## config.mk

```make
export PLATFORM = sky130hd
export DESIGN_NAME = ext_nand_page_reader
export DESIGN_NICKNAME = d
export VERILOG_FILES = /design/src/rtl/ext_nand_page_reader.sv
export SDC_FILE = /design/constraint.sdc
export NUM_CORES = 1
export LEC_CHECK = 0
export ABC_AREA = 1
export BUFFER_PORTS_ARGS = -buffer_cell sky130_fd_sc_hd__buf_2
export CAP_MARGIN = 0
export CORE_MARGIN = 5
export CORE_UTILIZATION = 55
export CTS_BUF_LIST = sky130_fd_sc_hd__clkbuf_4 sky130_fd_sc_hd__clkbuf_8
export DETAILED_ROUTE_END_ITERATION = 8
export PLACE_DENSITY = 0.8
export REMOVE_ABC_BUFFERS = 1
export SYNTH_ARGS = -nofsm -noshare
export SYNTH_HDL_FRONTEND = slang
export SYNTH_SLANG_ARGS = --single-unit
```

## constraint.sdc

```tcl
create_clock -name CLK -period 1.93 [get_ports CLK]
set_clock_uncertainty 0.05 [all_clocks]
set_input_delay 0.0965 -clock CLK [delete_from_list [all_inputs] [get_ports CLK]]
set_output_delay 0.0965 -clock CLK [all_outputs]
set_load 0.05 [all_outputs]
```

## src/rtl/ext_nand_page_reader.sv

```systemverilog
// ext_nand_page_reader: reads LEN bytes from a NAND device once R/B reports
// ready. Each byte takes three clocks: RE1 is low for two clocks, then high
// for one. An optional R/B timeout is compiled in when the macro
// EXT_NAND_RB_TIMEOUT_EN is defined. Without it, TOUT is tied low.
module ext_nand_page_reader #(
    parameter int unsigned TWB        = 4,
    parameter int unsigned RB_TIMEOUT = 50000
) (
    input  logic        CLK,
    input  logic        RST,
    input  logic        ENA,
    input  logic [11:0] LEN,
    input  logic        RB,
    input  logic [7:0]  IO,
    output logic        RE1,
    output logic [7:0]  DOUT,
    output logic        DVALID,
    output logic        COMPLT,
    output logic        TOUT
);

    localparam logic [2:0] S_IDLE     = 3'd0;
    localparam logic [2:0] S_WB_DLY   = 3'd1;
    localparam logic [2:0] S_WAIT_RDY = 3'd2;
    localparam logic [2:0] S_RE_L1    = 3'd3;
    localparam logic [2:0] S_RE_L2    = 3'd4;
    localparam logic [2:0] S_RE_H     = 3'd5;
    localparam logic [2:0] S_DONE     = 3'd6;

    localparam int unsigned DLY_W = (TWB > 0) ? $clog2(TWB + 1) : 1;

    logic              rb_meta_q;
    logic              rb_sync_q;
    logic [2:0]        state_q;
    logic [2:0]        state_d;
    logic [11:0]       cnt_q;
    logic [11:0]       cnt_d;
    logic [DLY_W-1:0]  dly_q;
    logic [DLY_W-1:0]  dly_d;
    logic              re1_q;
    logic              re1_d;
    logic [7:0]        dout_q;
    logic [7:0]        dout_d;
    logic              dvalid_q;
    logic              dvalid_d;
    logic              complt_q;
    logic              complt_d;

`ifdef EXT_NAND_RB_TIMEOUT_EN
    localparam int unsigned TO_W = (RB_TIMEOUT > 1) ? $clog2(RB_TIMEOUT) : 1;
    localparam logic [TO_W-1:0] TO_LAST = TO_W'(RB_TIMEOUT - 1);

    logic [TO_W-1:0]   to_cnt_q;
    logic [TO_W-1:0]   to_cnt_d;
    logic              to_hit;
    logic              tout_q;
    logic              tout_d;
`endif

    // Two-flop synchronizer for the asynchronous ready/busy line
    always_ff @(posedge CLK) begin
        if (RST) begin
            rb_meta_q <= 1'b1;
            rb_sync_q <= 1'b1;
        end else begin
            rb_meta_q <= RB;
            rb_sync_q <= rb_meta_q;
        end
    end

    // Next-state and counter logic; a low ENA overrides every transition
    always_comb begin
        state_d = state_q;
        cnt_d   = cnt_q;
        dly_d   = dly_q;
`ifdef EXT_NAND_RB_TIMEOUT_EN
        to_cnt_d = to_cnt_q;
        to_hit   = 1'b0;
`endif
        case (state_q)
            S_IDLE: begin
                if (ENA) begin
                    cnt_d = LEN;
`ifdef EXT_NAND_RB_TIMEOUT_EN
                    to_cnt_d = '0;
`endif
                    if (LEN == 12'd0) begin
                        state_d = S_DONE;
                    end else begin
                        dly_d   = DLY_W'(TWB);
                        state_d = S_WB_DLY;
                    end
                end
            end
            S_WB_DLY: begin
                // The cycle whose decrement brings the count to zero is the last one here
                if (dly_q <= DLY_W'(1)) begin
                    dly_d   = '0;
                    state_d = S_WAIT_RDY;
                end else begin
                    dly_d = dly_q - DLY_W'(1);
                end
            end
            S_WAIT_RDY: begin
                if (rb_sync_q) begin
                    state_d = S_RE_L1;
                end else begin
`ifdef EXT_NAND_RB_TIMEOUT_EN
                    if (to_cnt_q == TO_LAST) begin
                        to_hit  = 1'b1;
                        state_d = S_DONE;
                    end else begin
                        to_cnt_d = to_cnt_q + TO_W'(1);
                    end
`endif
                end
            end
            S_RE_L1: state_d = S_RE_L2;
            S_RE_L2: state_d = S_RE_H;
            S_RE_H: begin
                cnt_d   = cnt_q - 12'd1;
                state_d = (cnt_q == 12'd1) ? S_DONE : S_RE_L1;
            end
            S_DONE: begin
                if (!ENA) begin
                    state_d = S_IDLE;
                end
            end
            default: state_d = S_IDLE;
        endcase

        if (!ENA && (state_q != S_IDLE)) begin
            state_d = S_IDLE;
        end
    end

    // Outputs decoded from the next state so the registered pins line up with the state
    always_comb begin
        re1_d    = !((state_d == S_RE_L1) || (state_d == S_RE_L2));
        dvalid_d = (state_q == S_RE_L2) && (state_d == S_RE_H);
        dout_d   = dvalid_d ? IO : dout_q;
        complt_d = (state_d == S_DONE);
    end

    // State, counters and registered outputs
    always_ff @(posedge CLK) begin
        if (RST) begin
            state_q  <= S_IDLE;
            cnt_q    <= '0;
            dly_q    <= '0;
            re1_q    <= 1'b1;
            dout_q   <= 8'h00;
            dvalid_q <= 1'b0;
            complt_q <= 1'b0;
        end else begin
            state_q  <= state_d;
            cnt_q    <= cnt_d;
            dly_q    <= dly_d;
            re1_q    <= re1_d;
            dout_q   <= dout_d;
            dvalid_q <= dvalid_d;
            complt_q <= complt_d;
        end
    end

`ifdef EXT_NAND_RB_TIMEOUT_EN
    // TOUT is set on a timeout entry into DONE and cleared when DONE is left
    always_comb begin
        tout_d = 1'b0;
        if (state_d == S_DONE) begin
            tout_d = (state_q == S_DONE) ? tout_q : to_hit;
        end
    end

    // Timeout counter and flag registers
    always_ff @(posedge CLK) begin
        if (RST) begin
            to_cnt_q <= '0;
            tout_q   <= 1'b0;
        end else begin
            to_cnt_q <= to_cnt_d;
            tout_q   <= tout_d;
        end
    end

    assign TOUT = tout_q;
`else
    // No timeout logic in this build; RB_TIMEOUT stays in the parameter list
    // so both builds share one instantiation.
    localparam logic TOUT_CONST = (RB_TIMEOUT == 0) && 1'b0;

    assign TOUT = TOUT_CONST;
`endif

    assign RE1    = re1_q;
    assign DOUT   = dout_q;
    assign DVALID = dvalid_q;
    assign COMPLT = complt_q;

endmodule

```

==> results of run 1 <==
==> routing by layer <==
metal  vias to the layer above  wire (µm)  track usage (%)
met3                         6        349             6.41
met1                       797       1920             28.8
met2                        69       1940             34.3
li1                        934          -                -
met4                         0         61             8.88
met5                         -          0                0
==> placed cells by master (no fill, tap or decap), drive strengths merged <==
| cell | count |
|---|---|
| nand4 | 10 |
| a31oi | 4 |
| clkinv | 1 |
| and2 | 2 |
| xor2 | 5 |
| nand3 | 13 |
| or2 | 2 |
| o21a | 1 |
| conb | 1 |
| a21oi | 12 |
| bufinv | 1 |
| o311ai | 1 |
| or3 | 1 |
| clkbuf | 6 |
| inv | 38 |
| buf | 37 |
| nand2 | 62 |
| dlygate4sd3 | 3 |
| nor2 | 58 |
| o211ai | 3 |
| ha | 4 |
| dfxtp | 31 |
| o221ai | 1 |
| nor4 | 1 |
| o21ai | 11 |
| nor3 | 2 |
==> final cells by class <==
class	count	share of cell area, %
Multi-Input combinational cell	194	46.1
Sequential cell	31	29.7
Timing Repair Buffer	40	10.7
Inverter	38	6.82
Tap cell	44	2.63
Clock buffer	6	2.45
Clock inverter	2	1.68
==> through the flow <==
step	hold slack (ns)	util, %	setup slack [ns]	cell area, µm²
after global placement	0.229	64.7	0.305	1970
after floorplan	0.116	-	0.310	1730
after global routing	0.0464	68.5	0.0478	2090
final	0.0331	68.5	0.243	2090
after detailed placement	0.255	64.7	0.263	1970
after CTS	0.0280	68.5	0.244	2090
==> final timing paths <==
path                    end  slack [ns]  cells after the start
setup reg to reg    DOUT[2]        0.24                      9
hold reg to reg   rb_sync_q        0.37                      1
setup / recovery    DOUT[2]        0.24                      9
hold / removal     cnt_q[3]        0.03                      5
==> worst max-delay path, cell delays in order (launching register included) <==
cell and delay, ns:
dfxtp_1 0.38, nor2_2 0.18, nand2_1 0.08, nor2_2 0.20, nand3_2 0.14, nand3_4 0.14
nand2_4 0.08, nor2_4 0.21, nor2_1 0.06, nor2_1 0.11
==> power by group through the flow <==
stage / sequential, µW / combinational (µW) / clock [µW]
final: 860 / 1120 / 544
after global routing: 879 / 1280 / 585
after CTS: 858 / 1120 / 551
after detailed placement: 871 / 1100 / 0
after global placement: 867 / 1070 / 0
after floorplan: 930 / 767 / 0
==> flip-flops by register name, summed over array words and instances (netlist names) <==
name,cells
dly_q,3
DVALID,1
state_q,3
RE1,1
cnt_q,12
rb_sync_q,1
DOUT,8
COMPLT,1
rb_meta_q,1
==> cells by family after synthesis <==
family          count (synthesis)  synth area share (%)
xor+xnor                        5                  2.48
flops                          31                  35.2
simple gates                  151                  38.4
fa+ha+maj                       4                  2.84
buf+inv                        45                  10.2
other cells                     1                 0.213
compound gates                 33                  10.6
==> results_dict.tcl, run 1 <==
set metrics [dict create \
    status "finished, final reports clean" \
    wl_per_cell_um 12.0 \
    hold_violations 0 \
    dr.first_iter.drc_count 143 \
    num_rows 20 \
    instances_no_fill 355 \
    maxCapViolations 0 \
    initial_utilization_pct 57.8 \
    die_y_um 66.6 \
    ioPinCount 36 \
    internal-power_uw 1420 \
    fillCellCount 303 \
    cts_tree "built" \
    synth.distinct_cells 32 \
    cts_buffers 5 \
    setup_viol 0 \
    async_flop_share_pct 0 \
    fin_nets 338 \
    worstReg2RegStart "state_q[1]" \
    post-route-period-util_pct 87.4 \
    holdBufCountCts 3 \
    first_global_vias 1674 \
    setup_tns_ns 0 \
    synth.top_cells.by_count "nand2_1 (61), nor2_1 (55), inv_1 (36)" \
    via_count 1806 \
    yosysWarnings 0 \
    h-tree-depth 2 \
    synth_top_area_share_pct 35.2 \
    synth-main-ff-cell "dfxtp_1" \
    cts_setup_buffers 0 \
    relSlewSlack_pct 66.5 \
    yosysTopAreaCell "dfxtp_1" \
    cp-start-kind "register" \
    powerDensity_nw_per_um2 1210 \
    antenna_found_initial 0 \
    yosysSeqAreaShare_pct 35.2 \
    grtUsageTotal_pct 22.2 \
    routabilityCongestion 0.910 \
    startpoint "state_q[1]" \
    cp_max_fo 9 \
    crit_type "reg2reg" \
    rsz0062_at_grt "false" \
    swShare_pct 43.7 \
    combPwrFrac_pct 44.5 \
    final_max_slew_viol_count 0 \
    grt_pass1_wl_um 7470 \
    fmax_ghz 0.593 \
    hpwl_um 3140 \
    dr.pass1.iters 5 \
    die_w_um 66.6 \
    cts.sinks 31 \
    cts_buffer_depth 2 \
    wl_um 4280 \
    drive_gt1_share_pct 18.6 \
    power.switching_uw 1100 \
    min_period_ns 1.69 \
    n_antenna_cell 0 \
    worst_ep_arrival_time_ns 1.92 \
    finalPower_uw 2530 \
    critPathCaptureType "register" \
    required_ns 2.16 \
    root_buffer "clkbuf_4" \
    hold_start "LEN[3]" \
    syn2layout_area_growth_pct 18.5 \
    ctsResizeCount 0 \
    place_inst 344 \
    synth_area_leaders "dfxtp_1 (35%), nand2_1 (13%), nor2_1 (12%)" \
    numPortBuffers 34 \
    ir_worst_vdd_v 0.000734 \
    routed_via_density 5.09 \
    multi_input_area_um2 963 \
    p_seq_share_pct 34.0 \
    final-seq-area_um2 621 \
    grt_max_degree 17 \
    core_um2 3050 \
    syn_inst 270 \
    synth.avg_cell_area_um2 6.53 \
    syn_area_um2 1760 \
    clock_power_share_pct 21.5 \
    yosysMostFrequentCell "nand2_1" \
    overflow 0 \
    worst_pin_slew_ns 0.502 \
    remaining_drc_errors 0 \
    ant_nets 0 \
    holdCritPathClass "in2reg" \
    yosys_register_bits 31 \
    insertion_delay_ns 0.34 \
    die_area_um2 4440 \
    synth_edf_count 0 \
    leakage_uw 0.00106 \
    clkTransAtPathRegs_ns 0.10 \
]
No activity file was read; power rests on OpenSTA's default activity.
==> inputs of run 2 (changes only) <==
- ABC_AREA: 1 -> not set
- CTS_CLUSTER_DIAMETER: not set -> 100
- PLACE_DENSITY: 0.8 -> 0.81
==> results_dict.tcl, run 2 <==
set metrics [dict create \
    remaining_drc_errors 0 \
    die_area_um2 4090 \
    relSlewSlack_pct 63.6 \
    async_flop_share_pct 0 \
    die_y_um 64.0 \
    n_antenna_cell 0 \
    wl_per_cell_um 14.7 \
    synth.distinct_cells 49 \
    root_buffer "clkbuf_4" \
    fin_nets 277 \
    wl_um 4140 \
    synth.top_cells.by_count "nand2_1 (33), dfxtp_1 (31), a21oi_1 (13)" \
    yosysTopAreaCell "dfxtp_1" \
    synth_top_area_share_pct 38.8 \
    largest_reg_flops 12 \
    wl_met1_um 1700 \
    highest_layer "met4" \
    grt_max_degree 28 \
    synth_area_leaders "dfxtp_1 (39%), nand2_1 (7.7%), a21oi_1 (4.1%)" \
    yosysMostFrequentCell "nand2_1" \
    design_area_um2 2060 \
    cts_tree "built" \
    numPortBuffers 34 \
    r2r_setup_slack_ns 0.1 \
    post-route-period-util_pct 95.0 \
    drive_gt1_share_pct 25.6 \
    required_ns 2.09 \
    ant_nets 0 \
    antenna_found_initial 0 \
    via_count 1656 \
    hold_start "LEN[0]" \
    placed_area_um2 1820 \
    cts.sinks 31 \
    synth-main-ff-cell "dfxtp_1" \
    setup_viol 0 \
    wl_met3_um 390 \
    num_rows 19 \
    routed_via_density 5.89 \
    insertion_delay_ns 0.33 \
    syn_inst 194 \
    yosysWarnings 0 \
    grtUsageTotal_pct 21.2 \
    clkTransAtPathRegs_ns 0.09 \
    grt_pass1_wl_um 7000 \
    cts_buffer_depth 2 \
    initial_utilization_pct 57.6 \
    worstReg2RegStart "state_q[1]" \
    fmax_ghz 0.545 \
    worst_pin_slew_ns 0.541 \
    synth_edf_count 0 \
    final_max_slew_viol_count 0 \
    hold_end "cnt_q[0]" \
    die_w_um 64.0 \
    whs_path_depth 3 \
    syn2layout_area_growth_pct 28.6 \
    cp_max_fo 7 \
    hold_violations 0 \
    cts_buffers 5 \
    status "finished, final reports clean" \
    setup_tns_ns 0 \
    routabilityCongestion 0.908 \
    min_period_ns 1.83 \
    crit_type "reg2reg" \
    h-tree-depth 2 \
    ir_worst_vdd_v 0.000575 \
    rsz0062_at_grt "false" \
    met2_length_um 1960 \
    ff2ff_path_depth 4 \
    syn_area_um2 1600 \
    overflow 0 \
    worst_ep_arrival_time_ns 1.99 \
    hpwl_um 2940 \
    yosys_register_bits 31 \
    powerDensity_nw_per_um2 727 \
    final_cell_mix "buf_2 (34), nand2_1 (33), dfxtp_1 (29)" \
    critPathCaptureType "register" \
    dr.first_iter.drc_count 112 \
    dr.pass1.iters 4 \
    cp-start-kind "register" \
    maxCapViolations 0 \
    core_um2 2780 \
    first_global_vias 1564 \
    top_register "cnt_q" \
    ioPinCount 36 \
    holdCritPathClass "in2reg" \
    leakage_uw 0.000837 \
    r2r_end "dly_q[1]" \
    yosysSeqAreaShare_pct 38.7 \
    synth.avg_cell_area_um2 8.26 \
    layout_commonest_cell "buf_2" \
]
run 2: changes by cell type after synthesis, sizes merged, moves of 6 or more:
cell / before / now
inv: 38 / 6
nor2: 58 / 10
nand3: 13 / 3
nand4: 10 / 2
and3: 0 / 6
nand2: 62 / 34
run 2: cell type report:
| cell class | count | area [µm²] |
|---|---|---|
| Tap cell | 31 | 38.8 |
| Clock buffer | 8 | 72.6 |
| Inverter | 6 | 22.5 |
| Sequential cell | 31 | 623 |
| Fill cell | 229 | 722 |
| Multi-Input combinational cell | 147 | 912 |
| Timing Repair Buffer | 58 | 390 |
run 2: layer usage:
metal / vias up / global-route usage (%)
li1: 823 / -
met1: 751 / 26.1
met2: 73 / 34.8
met3: 9 / 5.08
met4: 0 / 9.61
met5: - / 0
run 2: kinds of logic after synthesis:
group                      Yosys count  share of synthesized area [%]
buffers and inverters               16                           4.30
muxes                                1                          0.625
DFF                                 31                           38.8
adders and majority gates            4                           3.13
and+or+nand+nor                     92                           32.3
other                                1                          0.234
AOI/OAI and AO/OA                   49                           20.7
run 2: worst max-delay path: stages (launching register included):
cell and delay (ns):
dfxtp_1 0.35, or4b_1 0.68, a31oi_1 0.39, o32a_1 0.21, nor2_1 0.04
run 2: timing repair:
action / 4_1_cts / 5_1_grt
hold buffers: 16 / 0
setup endpoints to repair: 0 / 5
hold endpoints to repair: 16 / 0
gates resized for setup: 0 / 2
buffers inserted: 0 / 0
run 2: report_power, final:
part | internal [µW] | leakage (µW) | total, µW | switching (µW)
sequential | 677 | 0.000254 | 719 | 41.9
clock | 228 | 0.0000420 | 443 | 214
combinational | 161 | 0.000542 | 336 | 175
run 2: how the worst max path moves through the flow:
stage	start	end	slack (ns)	cells past startpoint
global placement	state_q[2]	RE1	0.19	3
detailed placement	state_q[2]	cnt_q[9]	0.07	4
global route	state_q[2]	cnt_q[9]	0.006	4
finish	state_q[1]	dly_q[1]	0.1	4
floorplan	state_q[1]	dly_q[1]	0.20	4
CTS	state_q[2]	cnt_q[9]	0.05	4
run 2: stage by stage:
stage	utilization [%]	setup WS [ns]	hold slack [ns]	cells	total power [µW]
after global routing	74.0	0.00592	0.0553	281	1580
after CTS	74.0	0.0516	0.0180	281	1500
after global placement	65.6	0.192	0.228	257	1020
after detailed placement	65.6	0.0729	0.232	257	1040
after floorplan	-	0.196	0.116	184	916
final	74.0	0.0967	0.0249	281	1500
==> inputs of run 3 (changes only) <==
--- a/config.mk
+++ b/config.mk
@@ -14,4 +14,5 @@
 export DETAILED_ROUTE_END_ITERATION = 8
 export PLACE_DENSITY = 0.81
+export RECOVER_POWER = 100
 export REMOVE_ABC_BUFFERS = 1
 export SYNTH_ARGS = -nofsm -noshare
==> constraint.sdc (replaced) <==
create_clock -name CLK -period 1.93 [get_ports CLK]
set_clock_uncertainty 0.05 [all_clocks]
set_input_delay 0.193 -clock CLK [delete_from_list [all_inputs] [get_ports CLK]]
set_output_delay 0.193 -clock CLK [all_outputs]
set_load 0.05 [all_outputs]
==> results_dict.tcl, run 3 (synthesis results as in run 2) <==
set metrics [dict create \
    status "finished, final reports clean" \
    remaining_drc_errors 0 \
    dr.pass1.iters 4 \
    fin_util_pct 67.7 \
    post-route-period-util_pct 94.9 \
    ff2ff_path_depth 4 \
    hold_end "DOUT[6]" \
    core_um2 2780 \
    required_ns 2.09 \
    maxCapViolations 0 \
    antenna_found_initial 0 \
    final_max_slew_viol_count 0 \
    p_seq_share_pct 49.1 \
    cts_buffer_depth 2 \
    grt_max_degree 28 \
    worst_ep_arrival_time_ns 1.99 \
    fin_nets 262 \
    instances_no_fill 266 \
    die_y_um 64.0 \
    wl_per_cell_um 14.9 \
    numPortBuffers 34 \
    hold_violations 0 \
    clkTransAtPathRegs_ns 0.09 \
    ant_nets 0 \
    crit_path_max_incr_delay_ns 0.66 \
    hold_start "IO[6]" \
    fillCellCount 261 \
    fmax_ghz 0.546 \
    via_count 1609 \
    min_period_ns 1.83 \
    die_area_um2 4090 \
    cp_max_fo 10 \
    largest_reg_flops 12 \
    cts.sinks 31 \
    cts_setup_buffers 0 \
    first_global_vias 1511 \
    grtUsageTotal_pct 20.3 \
    hold_slack_ns 0.0513 \
    die_w_um 64.0 \
    n_antenna_cell 0 \
    power.switching_uw 429 \
    cts_tree "built" \
    drive_gt1_share_pct 20.9 \
    top_register "cnt_q" \
    swShare_pct 29.2 \
    r2r_setup_slack_ns 0.1 \
    internal-power_uw 1040 \
    num_rows 19 \
    ioPinCount 36 \
    holdCritPathClass "in2reg" \
    initial_utilization_pct 57.6 \
    critPathCaptureType "register" \
    cp-start-kind "register" \
    relSlewSlack_pct 60.2 \
    final_cell_mix "nand2_1 (34), dfxtp_1 (29), buf_2 (23)" \
    root_buffer "clkbuf_4" \
    cts_buffers 5 \
    routed_via_density 6.05 \
    rsz0062_at_grt "false" \
    r2r_end "dly_q[1]" \
    place_inst 257 \
    combPwrFrac_pct 20.6 \
    h-tree-depth 2 \
    crit_type "reg2reg" \
    whs_path_depth 3 \
    overflow 0 \
    layout_commonest_cell "nand2_1" \
    worst_pin_slew_ns 0.600 \
    setup_tns_ns 0 \
    wl_um 3970 \
    worstReg2RegStart "state_q[0]" \
    insertion_delay_ns 0.33 \
    worst_path_max_delay_cell "or4b_1" \
    leakage_uw 0.000718 \
    ir_worst_vdd_v 0.000561 \
    dr.first_iter.drc_count 122 \
    powerDensity_nw_per_um2 780 \
    routabilityCongestion 0.908 \
    grt_pass1_wl_um 6700 \
    crit_chain "or4b_1, a31oi_1, o32a_1, nor2_1" \
    clock_power_share_pct 30.3 \
    syn2layout_area_growth_pct 17.5 \
    setup_viol 0 \
    hpwl_um 2940 \
]
-- run 3: changes by cell type in the layout (fill, tap and decap cells not counted) --
cell           previous run  this run
dlygate4sd3_1            16         1
clkbuf_1                  0        14
buf_2                    34        23
buf_4                     8         5
nand2_1                  33        34
nand2_2                   1         0
-- run 3: per-layer routing --
metal / share of wire [%] / track usage [%] / up-vias
met2: 47 / 33.2 / 70
met4: 1.7 / 9.61 / 0
met3: 9.1 / 5.43 / 8
met5: 0 / 0 / -
met1: 42 / 24.6 / 736
li1: - / - / 795
-- run 3: metrics by stage --
step / setup WS (ns) / power, µW / area, µm²
after floorplan: 0.196 / 916 / 1560
after global placement: 0.192 / 1020 / 1820
after detailed placement: 0.0729 / 1040 / 1820
after CTS: 0.0516 / 1480 / 1910
after global routing: 0.00703 / 1550 / 1880
final: 0.0986 / 1470 / 1880
-- run 3: critical path: cells and delay by family, from the launching register on --
| family | cells | cell delay, ns |
|---|---|---|
| AOI/OAI and AO/OA | 2 | 0.60 |
| DFF | 1 | 0.37 |
| and+or+nand+nor | 2 | 0.70 |
-- run 3: timing repair --
item | 4_1_cts | 5_1_grt
gates resized for setup | 0 | 2
hold buffers | 1 | 0
endpoints found under the hold margin | 1 | 0
endpoints found under the setup margin | 0 | 5
-- run 3: power groups by stage --
stage,clock (µW),sequential (µW),combinational (µW)
floorplan,0,734,182
global placement,0,729,294
detailed placement,0,732,304
CTS,453,717,308
global route,488,726,335
finish,445,720,303
-- run 3: final cells by class --
cell class                 instances  area (µm²)  area share [%]
clock buffer                       8        72.6            3.86
tap                               31        38.8            2.06
multi-input combinational        147         910            48.3
sequential                        31         623            33.1
inverter                           6        22.5            1.20
timing repair buffer              43         215            11.4
-- run 3: how the worst max path moves through the flow --
stage,cells after the start,to,start,slack (ns)
4_1_cts,4,cnt_q[9],state_q[2],0.05
3_3_place_gp,3,RE1,state_q[2],0.19
6_report,4,dly_q[1],state_q[0],0.1
3_5_place_dp,4,cnt_q[9],state_q[2],0.07
5_1_grt,4,cnt_q[9],state_q[2],0.007
2_1_floorplan,4,dly_q[1],state_q[1],0.20
